[src/rtl/tenzo_pkg.sv]
// -----------------------------------------------------------------------------
// tenzo_pkg
// Shared definitions for the strain-gauge limit monitor:
//   - limit_state_e     : per-channel debounce FSM states
//   - TENZO_DEFAULT_THR : reset value of every channel threshold
//   - TENZO_DEFAULT_HYS : reset value of every channel hysteresis
//   - tenzo_idx_w()     : width of a channel index (never less than 1 bit)
// -----------------------------------------------------------------------------
package tenzo_pkg;

    typedef enum logic [1:0] {
        ST_BELOW = 2'd0,  // limit clear, no set run in progress
        ST_RISE  = 2'd1,  // limit clear, counting qualifying set samples
        ST_ABOVE = 2'd2,  // limit set, no release run in progress
        ST_FALL  = 2'd3   // limit set, counting qualifying release samples
    } limit_state_e;

    localparam int TENZO_DEFAULT_THR = 50;
    localparam int TENZO_DEFAULT_HYS = 5;

    // A single-channel build still needs a 1-bit index port.
    function automatic int tenzo_idx_w(input int n);
        return (n > 1) ? $clog2(n) : 1;
    endfunction

endpackage

[src/rtl/tenzo_channel.sv]
// -----------------------------------------------------------------------------
// tenzo_channel
// One strain-gauge channel: threshold/hysteresis registers, debounced limit
// FSM and peak-hold register.
//
// Ports
//   clk        in   clock, rising edge
//   rst        in   asynchronous active-high reset
//   smp_valid  in   sample for this channel (already decoded, index in range)
//   smp_data   in   DATA_W  unsigned sample
//   cfg_we     in   config write for this channel (already decoded)
//   cfg_thr    in   DATA_W  new threshold
//   cfg_hys    in   DATA_W  new hysteresis
//   peak_clr   in   clear the peak-hold register
//   limit      out  registered debounced limit flag (ABOVE or FALL)
//   peak       out  DATA_W  maximum sample since the last clear
// -----------------------------------------------------------------------------
module tenzo_channel
    import tenzo_pkg::*;
#(
    parameter int DATA_W      = 8,
    parameter int DEBOUNCE    = 4,
    parameter int DEFAULT_THR = TENZO_DEFAULT_THR,
    parameter int DEFAULT_HYS = TENZO_DEFAULT_HYS
) (
    input  logic              clk,
    input  logic              rst,
    input  logic              smp_valid,
    input  logic [DATA_W-1:0] smp_data,
    input  logic              cfg_we,
    input  logic [DATA_W-1:0] cfg_thr,
    input  logic [DATA_W-1:0] cfg_hys,
    input  logic              peak_clr,
    output logic              limit,
    output logic [DATA_W-1:0] peak
);

    localparam int CNT_W = $clog2(DEBOUNCE + 1);
    // Counter value held on the sample before the one that completes a run.
    localparam logic [CNT_W-1:0] CNT_FINAL = CNT_W'(DEBOUNCE - 1);

    limit_state_e      state, state_d;
    logic [CNT_W-1:0]  cnt, cnt_d;
    logic [DATA_W-1:0] thr, hys;
    logic [DATA_W-1:0] rel;
    logic              set_hit, rel_hit;

    // Next-state logic. Comparisons use the registered thr/hys, so a sample
    // that coincides with a config write sees the old values.
    always_comb begin
        // NOTE: every combinational output gets a default first so no path
        // leaves it unassigned, which would otherwise infer a latch.
        state_d = state;
        cnt_d   = cnt;
        rel     = (hys >= thr) ? '0 : thr - hys;  // saturate at 0: never releases
        set_hit = (smp_data >= thr);
        rel_hit = (smp_data < rel);

        if (smp_valid) begin
            unique case (state)
                ST_BELOW: begin
                    if (set_hit) begin
                        if (DEBOUNCE == 1) begin
                            state_d = ST_ABOVE;
                            cnt_d   = '0;
                        end else begin
                            state_d = ST_RISE;
                            cnt_d   = CNT_W'(1);
                        end
                    end
                end
                ST_RISE: begin
                    if (!set_hit) begin
                        state_d = ST_BELOW;
                        cnt_d   = '0;
                    end else if (cnt == CNT_FINAL) begin
                        state_d = ST_ABOVE;
                        cnt_d   = '0;
                    end else begin
                        cnt_d = cnt + CNT_W'(1);
                    end
                end
                ST_ABOVE: begin
                    if (rel_hit) begin
                        if (DEBOUNCE == 1) begin
                            state_d = ST_BELOW;
                            cnt_d   = '0;
                        end else begin
                            state_d = ST_FALL;
                            cnt_d   = CNT_W'(1);
                        end
                    end
                end
                ST_FALL: begin
                    if (!rel_hit) begin
                        state_d = ST_ABOVE;
                        cnt_d   = '0;
                    end else if (cnt == CNT_FINAL) begin
                        state_d = ST_BELOW;
                        cnt_d   = '0;
                    end else begin
                        cnt_d = cnt + CNT_W'(1);
                    end
                end
                default: begin
                    state_d = ST_BELOW;
                    cnt_d   = '0;
                end
            endcase
        end
    end

    // NOTE: thr/hys are per-channel configuration registers and must come out
    // of reset at their defaults, so they sit in the reset branch like any
    // other state rather than being left unreset as a storage array.
    always_ff @(posedge clk or posedge rst) begin
        if (rst) begin
            state <= ST_BELOW;
            cnt   <= '0;
            limit <= 1'b0;
            thr   <= DATA_W'(DEFAULT_THR);
            hys   <= DATA_W'(DEFAULT_HYS);
            peak  <= '0;
        end else begin
            // NOTE: non-blocking assignments throughout so every register
            // samples pre-edge values regardless of statement order.
            state <= state_d;
            cnt   <= cnt_d;
            limit <= (state_d == ST_ABOVE) || (state_d == ST_FALL);

            if (cfg_we) begin
                thr <= cfg_thr;
                hys <= cfg_hys;
            end

            // A clear coinciding with a sample restarts the hold at that sample.
            if (peak_clr) begin
                peak <= smp_valid ? smp_data : '0;
            end else if (smp_valid && (smp_data > peak)) begin
                peak <= smp_data;
            end
        end
    end

endmodule

[src/rtl/tenzo_limit_monitor.sv]
// -----------------------------------------------------------------------------
// tenzo_limit_monitor
// Multi-channel strain-gauge limit monitor. Decodes the shared sample and
// config buses to NUM_CH tenzo_channel instances and aggregates their flags.
//
// Ports
//   clk          in   clock, rising edge
//   rst          in   asynchronous active-high reset
//   s_valid      in   sample strobe
//   s_ch         in   IDX_W   sample channel index
//   s_data       in   DATA_W  unsigned sample
//   cfg_we       in   config write strobe
//   cfg_ch       in   IDX_W   config channel index
//   cfg_thr      in   DATA_W  new threshold
//   cfg_hys      in   DATA_W  new hysteresis
//   peak_clr     in   NUM_CH  per-channel peak clear
//   o_limit      out  NUM_CH  debounced limit flags (latency 1)
//   o_limit_any  out  OR of o_limit (latency 2)
//   o_irq        out  one-cycle pulse when any o_limit bit rises (latency 2)
//   o_peak       out  NUM_CH*DATA_W  peak-hold values, channel k at [k*DATA_W +: DATA_W]
//   o_err        out  one-cycle pulse for an out-of-range s_ch or cfg_ch
// -----------------------------------------------------------------------------
module tenzo_limit_monitor
    import tenzo_pkg::*;
#(
    parameter int NUM_CH      = 5,
    parameter int DATA_W      = 8,
    parameter int DEBOUNCE    = 4,
    parameter int DEFAULT_THR = TENZO_DEFAULT_THR,
    parameter int DEFAULT_HYS = TENZO_DEFAULT_HYS,
    localparam int IDX_W      = tenzo_idx_w(NUM_CH)
) (
    input  logic                     clk,
    input  logic                     rst,
    input  logic                     s_valid,
    input  logic [IDX_W-1:0]         s_ch,
    input  logic [DATA_W-1:0]        s_data,
    input  logic                     cfg_we,
    input  logic [IDX_W-1:0]         cfg_ch,
    input  logic [DATA_W-1:0]        cfg_thr,
    input  logic [DATA_W-1:0]        cfg_hys,
    input  logic [NUM_CH-1:0]        peak_clr,
    output logic [NUM_CH-1:0]        o_limit,
    output logic                     o_limit_any,
    output logic                     o_irq,
    output logic [NUM_CH*DATA_W-1:0] o_peak,
    output logic                     o_err
);

    // One extra bit so NUM_CH itself is representable for the range check.
    localparam logic [IDX_W:0] NUM_CH_L = (IDX_W + 1)'(NUM_CH);

    logic              s_ok, cfg_ok;
    logic [NUM_CH-1:0] limit_w;
    logic [NUM_CH-1:0] limit_prev;

    assign s_ok   = ({1'b0, s_ch}   < NUM_CH_L);
    assign cfg_ok = ({1'b0, cfg_ch} < NUM_CH_L);

    for (genvar k = 0; k < NUM_CH; k++) begin : g_ch
        logic smp_hit, cfg_hit;

        // Out-of-range indices never reach a channel, so they change no state.
        assign smp_hit = s_valid && s_ok   && (s_ch   == IDX_W'(k));
        assign cfg_hit = cfg_we  && cfg_ok && (cfg_ch == IDX_W'(k));

        tenzo_channel #(
            .DATA_W      (DATA_W),
            .DEBOUNCE    (DEBOUNCE),
            .DEFAULT_THR (DEFAULT_THR),
            .DEFAULT_HYS (DEFAULT_HYS)
        ) u_ch (
            .clk       (clk),
            .rst       (rst),
            .smp_valid (smp_hit),
            .smp_data  (s_data),
            .cfg_we    (cfg_hit),
            .cfg_thr   (cfg_thr),
            .cfg_hys   (cfg_hys),
            .peak_clr  (peak_clr[k]),
            .limit     (limit_w[k]),
            .peak      (o_peak[k*DATA_W +: DATA_W])
        );
    end

    // Channel flags are already registered inside each channel.
    assign o_limit = limit_w;

    always_ff @(posedge clk or posedge rst) begin
        if (rst) begin
            limit_prev  <= '0;
            o_limit_any <= 1'b0;
            o_irq       <= 1'b0;
            o_err       <= 1'b0;
        end else begin
            limit_prev  <= o_limit;
            o_limit_any <= |o_limit;
            o_irq       <= |(o_limit & ~limit_prev);
            o_err       <= (s_valid && !s_ok) || (cfg_we && !cfg_ok);
        end
    end

endmodule

[config.mk]
export PLATFORM = sky130hd
export DESIGN_NAME = tenzo_limit_monitor
export DESIGN_NICKNAME = d
export VERILOG_FILES = /design/src/rtl/tenzo_pkg.sv /design/src/rtl/tenzo_channel.sv /design/src/rtl/tenzo_limit_monitor.sv
export SDC_FILE = /design/constraint.sdc
export NUM_CORES = 1
export LEC_CHECK = 0
export CORE_MARGIN = 2
export CORE_UTILIZATION = 30
export CTS_BUF_LIST = sky130_fd_sc_hd__clkbuf_8
export DETAILED_ROUTE_END_ITERATION = 10
export MAX_ROUTING_LAYER = met4
export PLACE_DENSITY = 0.54
export REMOVE_ABC_BUFFERS = 1
export SYNTH_ARGS = -nofsm -noshare
export SYNTH_HDL_FRONTEND = slang
export SYNTH_HIERARCHICAL = 1
export SYNTH_SLANG_ARGS = --single-unit
[constraint.sdc]
create_clock -name clk -period 3.5 [get_ports clk]
set_input_delay 0.7 -clock clk [delete_from_list [all_inputs] [get_ports clk]]
set_output_delay 0.7 -clock clk [all_outputs]
set_load 0.1 [all_outputs]
==> results.md <==
* CP Max Fanout at 5
* Final setup fails at 1
* CTS tree: done
* Num ports at slightly below 90
* VDD IR-drop max at roughly 0.27 mV
* Gate Count Post-Synth at 1242
* Worst-path clk slew at 0.09 ns
* Nets at 1578
* Hold Crit Depth at 1
* Core area at 36600 sq um
* Antenna Nets Post-Route at 0
* Setup WS post-layout at -0.0831 ns
* Hold Crit Start: limit_prev[2]
* Pin count of the biggest net entering global routing at 32
* Post-Syn Area per Cell at 8.99 sq um
* Slew @ Worst Pin at 1.05 ns
* PwrDens at 559 nW/um^2
* Yosys warns at 6
* Setup CP Type: flip-flop to flip-flop
* Reg2reg end: g_ch[1].u_ch/cnt[1]
* WL/cell at approximately 17 um
* # H-tree levels at 4
* Diode count at 0
* Row Count at 70
* Vias in the first global route at between 8k and 9k
* Grt ovf at 0
* Main flop type after synthesis: dfrtp_1
* Ys async rst share at 1.00
* Final Skew at 0.0242 ns
* Placer Congestion at about 0.83
* RSZ-0062 raised after global routing: yes
* Flop-to-flop setup slack at -0.08 ns
* Clk_lat worst skew at 0.48 ns
* Die Width at 197 um
* Iter 0 DRT Violations at 467
* Failing checks: setup timing
* Sequential share of the synthesized area at 0.357
* M2 GR Usage at 0.276
* Relative slew slack at 0.301
* Worst r2r src: g_ch[1].u_ch/hys[0]
* Finished Cell Area at 13600 sq um
* Total Routing Usage GR at 0.173
* Hold_buf cts at 0
* TritonCTS Buffers at 17
* Fmax at 279 MHz
* Class of the worst hold path: flip-flop to flip-flop
* Final worst-path cycle share at 1.02
* Via Count at 9362
* Final hold viol count at 0
* Finished Core Util at 0.372
* Area grow syn2layout at 22.0%
* First-pass GRT wire length at 49600 um
* Status: complete, but fails checks
* Initial antenna violation count at 0
* Full die area at 38800 sq um
* Final Slew Violations at 0
* Post-Syn Area at 11200 sq um
* DP Wirelength at ~23000 um
* Die height at approximately 200 um
* Worst EP required at roughly 3.9 ns
* Crit. End Element: flip-flop
* Bufs on Longest Clock Path at 2
* Hold Path End: o_irq
* Critical path arrival at 3.94 ns
* Crit path time final at 3.58 ns
* Clk root buf: clkbuf_8
* Final wirelength at ~32000 um
* TritonRoute pass-1 iters at 5
* GRT Max-Usage Layer: met2
* Residual DRC at 0
* DR vias/cell at ~5.0
* Crit path launch type: flip-flop
* Layout cell share with drive strength beyond 1 at 0.158
* Starting Density at 0.305
* I/O Buffers at 86
* Met3 usage at 0.0236
* Post-DP Area at approximately 13000 sq um
* Clk sinks at 158
* Post-synth EDFFs at 0
* Routing usage on met1 at 0.236
* Worst Reg-to-Reg Cells at 15
* Max-cap violations at 0
* Leak Pwr at 6.14 nW
* Count of different cell masters after synthesis at 63
* Yosys reg bits at 158
[power by group]
group	internal (mW)	total (mW)	switching (mW)
clock	0.614	1.40	0.782
sequential	2.17	2.40	0.226
combinational	1.61	3.83	2.22
total	4.40	7.62	3.23
[routing by layer]
| metal | share of wire | routed length, um |
|---|---|---|
| met1 | 0.49 | 15800 |
| met2 | 0.47 | 15100 |
| met3 | 0.026 | 819 |
| met4 | 0.0092 | 294 |
| met5 | 0 | 0 |
[synthesized netlist by cell type, drive strengths merged, types with 10 or more instances]
cell    count  area share
a211oi     13      0.0087
xnor2      10      0.0078
a21o       26       0.017
inv       147       0.049
nor2b      26       0.015
mux2i      34       0.030
a311oi     10      0.0078
nor2       57       0.019
o31ai      16       0.011
nand2     153       0.051
nand4      12      0.0067
buf        13      0.0052
dfrtp     133        0.30
ha        160        0.18
and4       12      0.0094
a21oi      50       0.023
or3        15      0.0084
xor2       15       0.012
dfstp      25       0.059
nand3      30       0.013
clkbuf     20      0.0067
o21ai     129       0.058
nor3       15      0.0067
[state kept, by name, indices dropped and copies added, names as in the netlist]
signal	count
g_ch.u_ch/thr	40
g_ch.u_ch/peak	40
g_ch.u_ch/state	10
o_irq	1
o_limit_any	1
g_ch.u_ch/hys	40
limit_prev	5
g_ch.u_ch/limit	5
o_err	1
g_ch.u_ch/cnt	15
[worst max-delay path, cell delays in order, from the launching register on]
cell	delay, ns
dfstp_2	0.57
ha_4	0.13
inv_2	0.04
fa_2	0.40
nand3_2	0.12
nand2_2	0.07
a21o_1	0.18
a21oi_2	0.15
xnor2_1	0.13
nand2_1	0.08
ha_1	0.32
and4_1	0.16
and4_1	0.17
a221o_2	0.43
a21o_1	0.20
a221o_1	0.32
[logic make-up after synthesis]
kind of cell / after synthesis / synth area share
mux: 43 / 0.0395
buf+inv: 180 / 0.0613
xor+xnor: 25 / 0.0196
flops: 158 / 0.357
simple gates: 369 / 0.163
compound gates: 302 / 0.171
fa+ha+maj: 165 / 0.188
[per-stage QoR]
stage	setup WS (ns)	std cells	total power, mW	hold slack [ns]	setup TNS [ns]
2_1_floorplan	0.0687	1209	4.95	0.452	0
3_3_place_gp	-0.0607	1818	5.93	0.469	-0.115
3_5_place_dp	-0.109	1818	6.00	0.475	-0.385
4_1_cts	0.000139	1850	7.46	0.487	0
5_1_grt	-0.148	1855	8.26	0.514	-0.409
6_report	-0.0831	1855	7.62	0.486	-0.0831
[worst max-delay path by stage]
| stage | startpoint | endpoint | slack [ns] | cells past startpoint |
|---|---|---|---|---|
| floorplan | g_ch[0].u_ch/hys[0] | g_ch[0].u_ch/cnt[1] | 0.07 | 15 |
| global placement | g_ch[1].u_ch/hys[0] | g_ch[1].u_ch/cnt[1] | -0.06 | 15 |
| detailed placement | g_ch[1].u_ch/hys[0] | g_ch[1].u_ch/cnt[1] | -0.11 | 15 |
| CTS | g_ch[0].u_ch/hys[0] | g_ch[0].u_ch/cnt[1] | 0.0001 | 15 |
| global route | g_ch[1].u_ch/hys[0] | g_ch[1].u_ch/cnt[1] | -0.15 | 15 |
| finish | g_ch[1].u_ch/hys[0] | g_ch[1].u_ch/cnt[1] | -0.08 | 15 |
[layout make-up]
class,instances,area [sq um]
multi-input cells,904,6770
clock inverters,13,133
flip-flops and latches,158,3990
clock buffers,19,262
repair buffers,146,1340
well taps,468,586
fillers,3733,23000
inverters,147,552
[cell usage in the layout, fill, tap and decap left out, types with 6 or more instances in the layout]
cell type,count
ha_1,154
nand2_1,149
inv_1,143
dfrtp_1,133
o21ai_0,122
buf_4,80
clkdlybuf4s50_1,58
nor2_1,50
a21oi_1,45
mux2i_1,34
nor2b_1,26
a21o_1,26
nand3_1,25
dfstp_2,25
clkbuf_8,19
o31ai_1,16
or3_1,15
xor2_1,15
nand4_1,12
a211oi_1,11
and4_1,10
xnor2_1,10
nor3_1,9
mux2_2,9
nand4b_1,9
or4_1,8
buf_12,8
nor2_2,7
o211ai_1,7
clkinv_4,7
o21ai_1,7
nor3_2,6
and2_1,6
a311oi_2,6
ha_4,6
[what timing repair did]
action / 4_1_cts / 5_1_grt
pin swaps: 5 / 39
setup endpoints to repair: 12 / 26
setup buffers: 0 / 5
resized for setup: 8 / 45
No activity file was read; power rests on OpenSTA's default activity.
